===== src/rtl/answer_key_encoder_pkg.sv =====
// Shared game definitions: note codes, key-to-code mapping and the answer-key FSM states.
package answer_key_encoder_pkg;

  localparam int unsigned NOTE_W = 4;
  localparam logic [NOTE_W-1:0] NOTE_SILENT = 4'd0;

  typedef enum logic [1:0] {
    IDLE,
    DEBOUNCE,
    HELD,
    RELEASE
  } key_state_e;

  // Key i plays note code i+1; code 0 is reserved for silence.
  function automatic logic [NOTE_W-1:0] key_to_code(input logic [NOTE_W-1:0] idx);
    return idx + NOTE_W'(1);
  endfunction

endpackage


===== src/rtl/answer_key_encoder_btn_sync.sv =====
// Two-flop synchronizer bank bringing asynchronous button levels into the clk domain.
module answer_key_encoder_btn_sync #(
  parameter int unsigned WIDTH = 8
) (
  input  logic             clk,
  input  logic             reset_n,
  input  logic [WIDTH-1:0] d_i,
  output logic [WIDTH-1:0] q_o
);

  logic [WIDTH-1:0] meta_q;
  logic [WIDTH-1:0] sync_q;

  always_ff @(posedge clk or negedge reset_n) begin
    if (!reset_n) begin
      meta_q <= '0;
      sync_q <= '0;
    end else begin
      meta_q <= d_i;
      sync_q <= meta_q;
    end
  end

  assign q_o = sync_q;

endmodule


===== src/rtl/answer_key_encoder.sv =====
// Turns raw note push-buttons into debounced single-cycle answer strobes for the game core.
// One strobe per physical press; a full debounced release is needed before the next one.
module answer_key_encoder
  import answer_key_encoder_pkg::*;
#(
  parameter int unsigned NUM_KEYS        = 8,
  parameter int unsigned DEBOUNCE_CYCLES = 500000
) (
  input  logic                clk,
  input  logic                reset_n,
  input  logic [NUM_KEYS-1:0] btn,
  input  logic                accept_en,
  output logic [NOTE_W-1:0]   answer,
  output logic                answer_enable,
  output logic                key_busy,
  output logic                multi_press
);

  localparam int unsigned CNT_W = $clog2(DEBOUNCE_CYCLES);
  localparam logic [CNT_W-1:0] CNT_LAST = CNT_W'(DEBOUNCE_CYCLES - 1);

  logic [NUM_KEYS-1:0] s;

  key_state_e          state_q, state_d;
  logic [CNT_W-1:0]    cnt_q, cnt_d;
  logic [NOTE_W-1:0]   key_idx_q, key_idx_d;
  logic [NOTE_W-1:0]   answer_q, answer_d;
  logic                ans_en_q, ans_en_d;
  logic                busy_q, busy_d;
  logic                multi_q, multi_d;

  logic                s_onehot_c;
  logic [NOTE_W-1:0]   s_idx_c;
  logic [NUM_KEYS-1:0] held_mask_c;

  answer_key_encoder_btn_sync #(
    .WIDTH(NUM_KEYS)
  ) u_btn_sync (
    .clk    (clk),
    .reset_n(reset_n),
    .d_i    (btn),
    .q_o    (s)
  );

  // Decode the synchronized vector: one-hot test and index of the pressed key.
  always_comb begin
    s_onehot_c = (s != '0) && ((s & (s - NUM_KEYS'(1))) == '0);
    s_idx_c    = '0;
    for (int unsigned i = 0; i < NUM_KEYS; i++) begin
      if (s[i]) s_idx_c = NOTE_W'(i);
    end
    held_mask_c = NUM_KEYS'(1) << key_idx_q;
  end

  always_ff @(posedge clk or negedge reset_n) begin
    if (!reset_n) begin
      state_q   <= IDLE;
      cnt_q     <= '0;
      key_idx_q <= '0;
      answer_q  <= NOTE_SILENT;
      ans_en_q  <= 1'b0;
      busy_q    <= 1'b0;
      multi_q   <= 1'b0;
    end else begin
      state_q   <= state_d;
      cnt_q     <= cnt_d;
      key_idx_q <= key_idx_d;
      answer_q  <= answer_d;
      ans_en_q  <= ans_en_d;
      busy_q    <= busy_d;
      multi_q   <= multi_d;
    end
  end

  // Counter restarts on every state entry and stops at CNT_LAST via the exit transition.
  always_comb begin
    state_d   = state_q;
    cnt_d     = cnt_q;
    key_idx_d = key_idx_q;
    answer_d  = answer_q;
    ans_en_d  = 1'b0;

    case (state_q)
      IDLE: begin
        if (s_onehot_c) begin
          key_idx_d = s_idx_c;
          state_d   = DEBOUNCE;
          cnt_d     = '0;
        end
      end
      DEBOUNCE: begin
        if (s != held_mask_c) begin
          state_d = IDLE;
          cnt_d   = '0;
        end else if (cnt_q == CNT_LAST) begin
          state_d = HELD;
          cnt_d   = '0;
          if (accept_en) begin
            answer_d = key_to_code(key_idx_q);
            ans_en_d = 1'b1;
          end
        end else begin
          cnt_d = cnt_q + CNT_W'(1);
        end
      end
      HELD: begin
        if (s == '0) begin
          state_d = RELEASE;
          cnt_d   = '0;
        end
      end
      RELEASE: begin
        if (s != '0) begin
          cnt_d = '0;
        end else if (cnt_q == CNT_LAST) begin
          state_d = IDLE;
          cnt_d   = '0;
        end else begin
          cnt_d = cnt_q + CNT_W'(1);
        end
      end
      default: begin
        state_d = IDLE;
        cnt_d   = '0;
      end
    endcase

    busy_d  = (state_d != IDLE);
    multi_d = ($countones(s) > 1);
  end

  assign answer        = answer_q;
  assign answer_enable = ans_en_q;
  assign key_busy      = busy_q;
  assign multi_press   = multi_q;

endmodule


===== config.mk =====
export PLATFORM = sky130hd
export DESIGN_NAME = answer_key_encoder
export DESIGN_NICKNAME = d
export VERILOG_FILES = /design/src/rtl/answer_key_encoder_pkg.sv /design/src/rtl/answer_key_encoder_btn_sync.sv /design/src/rtl/answer_key_encoder.sv
export SDC_FILE = /design/constraint.sdc
export NUM_CORES = 1
export LEC_CHECK = 0
export BUFFER_PORTS_ARGS = -buffer_cell sky130_fd_sc_hd__buf_2
export CORE_UTILIZATION = 50
export DETAILED_ROUTE_END_ITERATION = 6
export HOLD_SLACK_MARGIN = 0.05
export PLACE_DENSITY = 0.68
export SETUP_SLACK_MARGIN = 0.4
export SYNTH_ARGS = -nofsm -noshare
export SYNTH_HDL_FRONTEND = slang
export SYNTH_SLANG_ARGS = --single-unit

===== constraint.sdc =====
create_clock -name clk -period 3.9 [get_ports clk]
set_input_delay 0.39 -clock clk [delete_from_list [all_inputs] [get_ports clk]]
set_output_delay 0.39 -clock clk [all_outputs]
set_load 0.05 [all_outputs]

==> run metrics, run 1 <==
Die H 75.04 µm; gr busiest metal met2; max frequency 323.2 MHz; top cells by area, synth dfrtp_1 (44%), ha_1 (5.6%), fa_1 (3.0%), and3_1 (2.3%), nand3_1 (2.3%); Flop pwr share 0.496; routed length per instance 15.43 µm; P&R area growth vs syn 8.021%; largest net degree at the start of global routing 48; Die X 75.04 µm; via count 1,957; clock net sink count 47; Worst Path Required 4.11 ns; Worst-path clk slew 0.10 ns; Sw Share 0.3364; starting density of the core 0.5223; Post-Route WL 5.201 mm; I/O pin cnt 18; CTS resizes 0; worst setup margin 0.8055 ns; Slew @ Worst Pin 1.025 ns; Setup WS pre-CTS 0.7939 ns; max-slew violations 0; average cell area after synthesis 10.67 µm²; Crit. End Element flop; crit share post-route 0.7935; main flop type after synthesis dfrtp_1; vias in the first global route 1,785; synth warn 0; GRT overflow 0; n_diodes 0; CTS root buf clkbuf_8; Gate Count Post-Synth 250; top cell type's share of synthesized area 0.4409; Post-CTS Hold Fix Bufs 0; cell type of the slowest stage on the worst timing path fa_1; H-tree Lvls 2; antenna violations before repair 0; Comb pwr share 0.205; global routing usage on met1 0.3029; clk_lat worst skew 0.32 ns; Final setup viols 0; synthesized area 2668 µm²; CP Data Arrival Time 3.30 ns; DR iter-0 viols 164; Cell Pwr Density 386.2 nW/µm²; layout cells sized above 1 0.1498; DRC 0; final hold vios 0; RSZ-0062 raised after global routing false; Routed Antenna Nets 0; headroom to the max-slew limit 0.3169; dpl hpwl 3.635 mm; number of enable flip-flop cells after synthesis 0; crit-path cells fa_1 > inv_1 > fa_1 > fa_1 > inv_1 > ha_1 > inv_1 > fa_1 > nor2_1 > nand2_1 > a21oi_1 > o21ai_0; DIE AREA 5631 µm²; gr usage total 0.2067; CTS tree yes; number of buffers on the longest clock path 2; max_cap viols 0; Yosys top cell by area dfrtp_1; Net Count, Synth 277; iteration count of the initial detailed-routing pass 4; crit path max fanout 8; clock share of power 0.299; setup_tns 0 ns; total clock buffers created by CTS 5; area post-placement 2781 µm²; Final Cell Area 2882 µm²; Internal Dissipation 0.7384 mW; Async SR Flop Fraction 1.000; PortBufs 17; nets 293; first-pass GRT wire length 8.666 mm; met3 usage 0.03882; Switch Pwr 0.3743 mW; row count 26; top post-synthesis cells by count dfrtp_1 (47), inv_1 (16), nand2_1 (16); Leakage 1.266 nW; status finished, final reports clean; Vias/cell 5.807; Final min period 3.095 ns; sequential-to-total area share from yosys stat 0.4409; startpoint types flop; M2 GR Usage 0.3093; most common cell in the netlist dfrtp_1; maximum vdd drop 0.2686 mV; Synth Register Bits 47; Setup Buffers After CTS 0; gp weighted congestion 0.8602; Hold Crit Class in -> reg; Netlist cell types 56; crit-path most repeated cell fa_1; Worst Skew 0.01169 ns; critical path type reg -> reg; core area 5107 µm²; Max stage delay on crit path 0.56 ns
## flip-flops by register name, summed over array words and instances, names as in the netlist
name               count
answer                 4
answer_enable          1
key_busy               1
u_btn_sync.meta_q      8
key_idx_q              3
multi_press            1
state_q                2
cnt_q                 19
u_btn_sync.q_o         8
## cells by family (layout without fill, tap and decap cells)
group,after synthesis,in the layout,share of synthesized area
xor gates and xnor gates,5,5,0.01642
AOI/OAI and AO/OA,57,57,0.1773
and+or+nand+nor,95,95,0.2111
DFF,47,47,0.4409
muxes,5,5,0.02064
buffers and inverters,25,42,0.04737
adders and majority gates,16,16,0.08630
## per-layer routing
metal,wire length (µm),vias to the layer above,share of wire
met2,2365,36,0.45
met4,51,0,0.0098
met5,0,-,0
li1,-,965,-
met3,173,6,0.033
met1,2611,950,0.50
## critical path, delay by kind of cell (launching register included)
kind	cells	cell delay (ns)
fa+ha+maj	5	1.97
compound gates	2	0.20
simple gates	2	0.15
flops	1	0.49
buf+inv	3	0.17
## path summary, 6_finish.rpt
path	depth (start not counted)	slack [ns]	from	to
max reg2reg	12	0.81	u_btn_sync.q_o[0]	multi_press
min	1	0.17	btn[0]	u_btn_sync.meta_q[0]
min in group asynchronous	1	0.24	reset_n	answer[1]
max	12	0.81	u_btn_sync.q_o[0]	multi_press
max in group asynchronous	1	3.02	reset_n	cnt_q[18]
min reg2reg	0	0.36	u_btn_sync.meta_q[5]	u_btn_sync.q_o[5]
## placed cells by master, fill, tap and decap left out, types with 5 or more instances in the layout
master	Yosys	final
nand3_1	12	12
ha_1	12	12
o21a_1	8	8
nor4_1	8	8
buf_2	4	17
nand2_1	16	16
inv_1	16	16
nor3b_1	6	6
o21ai_0	6	6
dfrtp_1	47	47
a22o_1	6	6
nor3_1	9	9
nor2_1	10	10
a21oi_1	9	9
clkbuf_8	0	5
and3_1	10	10
## power groups by stage
stage / Combinational (mW) / Clock [mW] / Sequential, mW
floorplan: 0.170 / 0 / 0.559
global placement: 0.223 / 0 / 0.561
detailed placement: 0.228 / 0 / 0.562
CTS: 0.229 / 0.343 / 0.552
global route: 0.256 / 0.358 / 0.559
finish: 0.228 / 0.332 / 0.552
## metrics by stage
stage                     instances  utilization  power, mW  hold WS [ns]
after floorplan                 250            -     0.7286       0.09441
after global placement          329       0.5446     0.7847        0.3317
after detailed placement        329       0.5446     0.7903        0.3363
after CTS                       337       0.5642      1.125        0.1571
after global routing            337       0.5642      1.173        0.1561
final                           337       0.5642      1.113        0.1697
## layout make-up
| cell class | count | area, µm² |
|---|---|---|
| clock inverter | 3 | 31.28 |
| multi-input combinational | 178 | 1365 |
| sequential | 47 | 1176 |
| inverter | 16 | 60.06 |
| tap | 70 | 87.58 |
| timing repair buffer | 18 | 92.59 |
| fill | 459 | 2226 |
| clock buffer | 5 | 68.82 |
Power figures use the tool's default switching activity.
==> inputs of run 2 (changes only) <==
- clock period: 3.9 -> 2.9 ns (I/O delays scaled with it)
==> run metrics, run 2 (synthesized netlist as in run 1, its figures left out) <==
clk_lat worst skew 0.30 ns (-0.02 ns); dpl hpwl 3.649 mm (+0.40%); final hold vios 0 (unchanged); setup_tns -0.001413 ns (-0.001413 ns); startpoint types flop; CTS root buf clkbuf_8; routed length per instance 15.58 µm (+0.93%); Worst Path Required 3.10 ns (-1.01 ns); GRT overflow 0 (unchanged); Vias/cell 5.693 (-2.0%); starting density of the core 0.5223 (unchanged); antenna violations before repair 0 (unchanged); most frequent cells in the layout dfrtp_1 (46), buf_2 (17), nand2_1 (16); crit share post-route 1.000 (+0.2070); gr usage total 0.2102 (+0.003510); Slew @ Worst Pin 1.038 ns (+0.01306 ns); largest net degree at the start of global routing 48 (unchanged); vias in the first global route 1,819 (+1.9%); clock net sink count 47 (unchanged); Worst Skew 0.008965 ns (-0.002727 ns); PortBufs 17 (unchanged); status finished, violations left; Worst-path clk slew 0.09 ns (about the same); critical path type reg -> reg; Top reg by flops cnt_q; maximum vdd drop 0.3957 mV (+47%); Crit. End Element flop; Post-Place Cells 339 (+3.0%); Die X 75.04 µm (unchanged); failing checks setup timing; Routed Antenna Nets 0 (unchanged); Hold Crit Class in -> reg; Buf/Inv on CP 3 (unchanged); cell type of the slowest stage on the worst timing path fa_1; DIE AREA 5631 µm² (unchanged); worst setup margin -0.001413 ns (-0.8069 ns); number of buffers on the longest clock path 2 (unchanged); Fin Hold WS 0.08476 ns (-0.08493 ns); first-pass GRT wire length 8.742 mm (+0.88%); total clock buffers created by CTS 5 (unchanged); core area 5107 µm² (unchanged); DRC 0 (unchanged); max_cap viols 0 (unchanged); H-tree Lvls 2 (unchanged); layout cells sized above 1 0.2695 (+0.1197); Top Family by Delay on Critical Path adder cells; iteration count of the initial detailed-routing pass 4 (unchanged); Leakage 1.341 nW (+5.9%); crit-path cells fa_1 > inv_2 > fa_1 > fa_1 > inv_2 > ha_4 > inv_2 > fa_2 > nor2_1 > nand2_1 > a21oi_2 > o21ai_1; n_diodes 0 (unchanged); max frequency 344.7 MHz (+6.7%); max reg flops 19 (unchanged); Final setup viols 1 (+1); crit path max fanout 2 (-6); DR iter-0 viols 159 (-3.0%); row count 26 (unchanged); I/O pin cnt 18 (unchanged); Die H 75.04 µm (unchanged); Post-Route WL 5.483 mm (+5.4%); gp weighted congestion 0.9434 (+9.7%); Finished Layout Cells 352 (+4.5%); headroom to the max-slew limit 0.3082 (-0.008705); RSZ-0062 raised after global routing true; CP Data Arrival Time 3.10 ns (-0.20 ns); max-slew violations 0 (unchanged); via count 2,004 (+2.4%); nets 308 (+5.1%); Max stage delay on crit path 0.55 ns (about the same); Final min period 2.901 ns (-0.1931 ns); P&R area growth vs syn 18.81%; Power, Total 1.587 mW (+43%); CTS tree yes; Setup WS pre-CTS -0.05865 ns (-0.8525 ns); commonest non-fill, non-tap cell in the layout dfrtp_1; Cell Pwr Density 500.7 nW/µm² (+30%)
[run 2: cell type report]
cell class | instances | area (µm²)
Clock buffer | 6 | 72.57
Clock inverter | 2 | 37.54
Fill cell | 434 | 1938
Inverter | 16 | 60.06
Multi-Input combinational cell | 178 | 1509
Sequential cell | 47 | 1177
Tap cell | 70 | 87.58
Timing Repair Buffer | 33 | 225.2
[run 2: timing repair]
item	CTS	global route
setup buffers	1	4
resized for setup	11	27
hold buffers	0	0
setup endpoints to repair	14	21
pin swaps	1	6
[run 2: stage by stage]
step,instance area [µm²],util
floorplan,2674,-
CTS,3004,0.5882
detailed placement,2863,0.5605
global placement,2863,0.5605
finish,3169,0.6205
global route,3169,0.6205
[run 2: power by group]
group | switching (mW) | total (mW) | internal (mW) | leakage, nW
logic | 0.216 | 0.362 | 0.146 | 0.686
registers | 0.0488 | 0.741 | 0.693 | 0.604
clock network | 0.226 | 0.484 | 0.257 | 0.0514
[run 2: final timing paths]
path,start,to,slack (ns),depth (start not counted)
min,btn[6],u_btn_sync.meta_q[6],0.08,1
min in group asynchronous,reset_n,multi_press,0.16,1
max reg2reg,u_btn_sync.q_o[0],multi_press,-0.001,12
max in group asynchronous,reset_n,u_btn_sync.q_o[0],2.02,1
max,u_btn_sync.q_o[0],multi_press,-0.001,12
min reg2reg,u_btn_sync.meta_q[2],u_btn_sync.q_o[2],0.35,0
[run 2: layer usage]
layer  up-vias  track usage  routed length, µm
met5         -            0                  0
met4         0      0.06918                 56
met3         4      0.04016                165
met2        32       0.3193               2496
met1       976       0.3036               2765
li1        992            -                  -
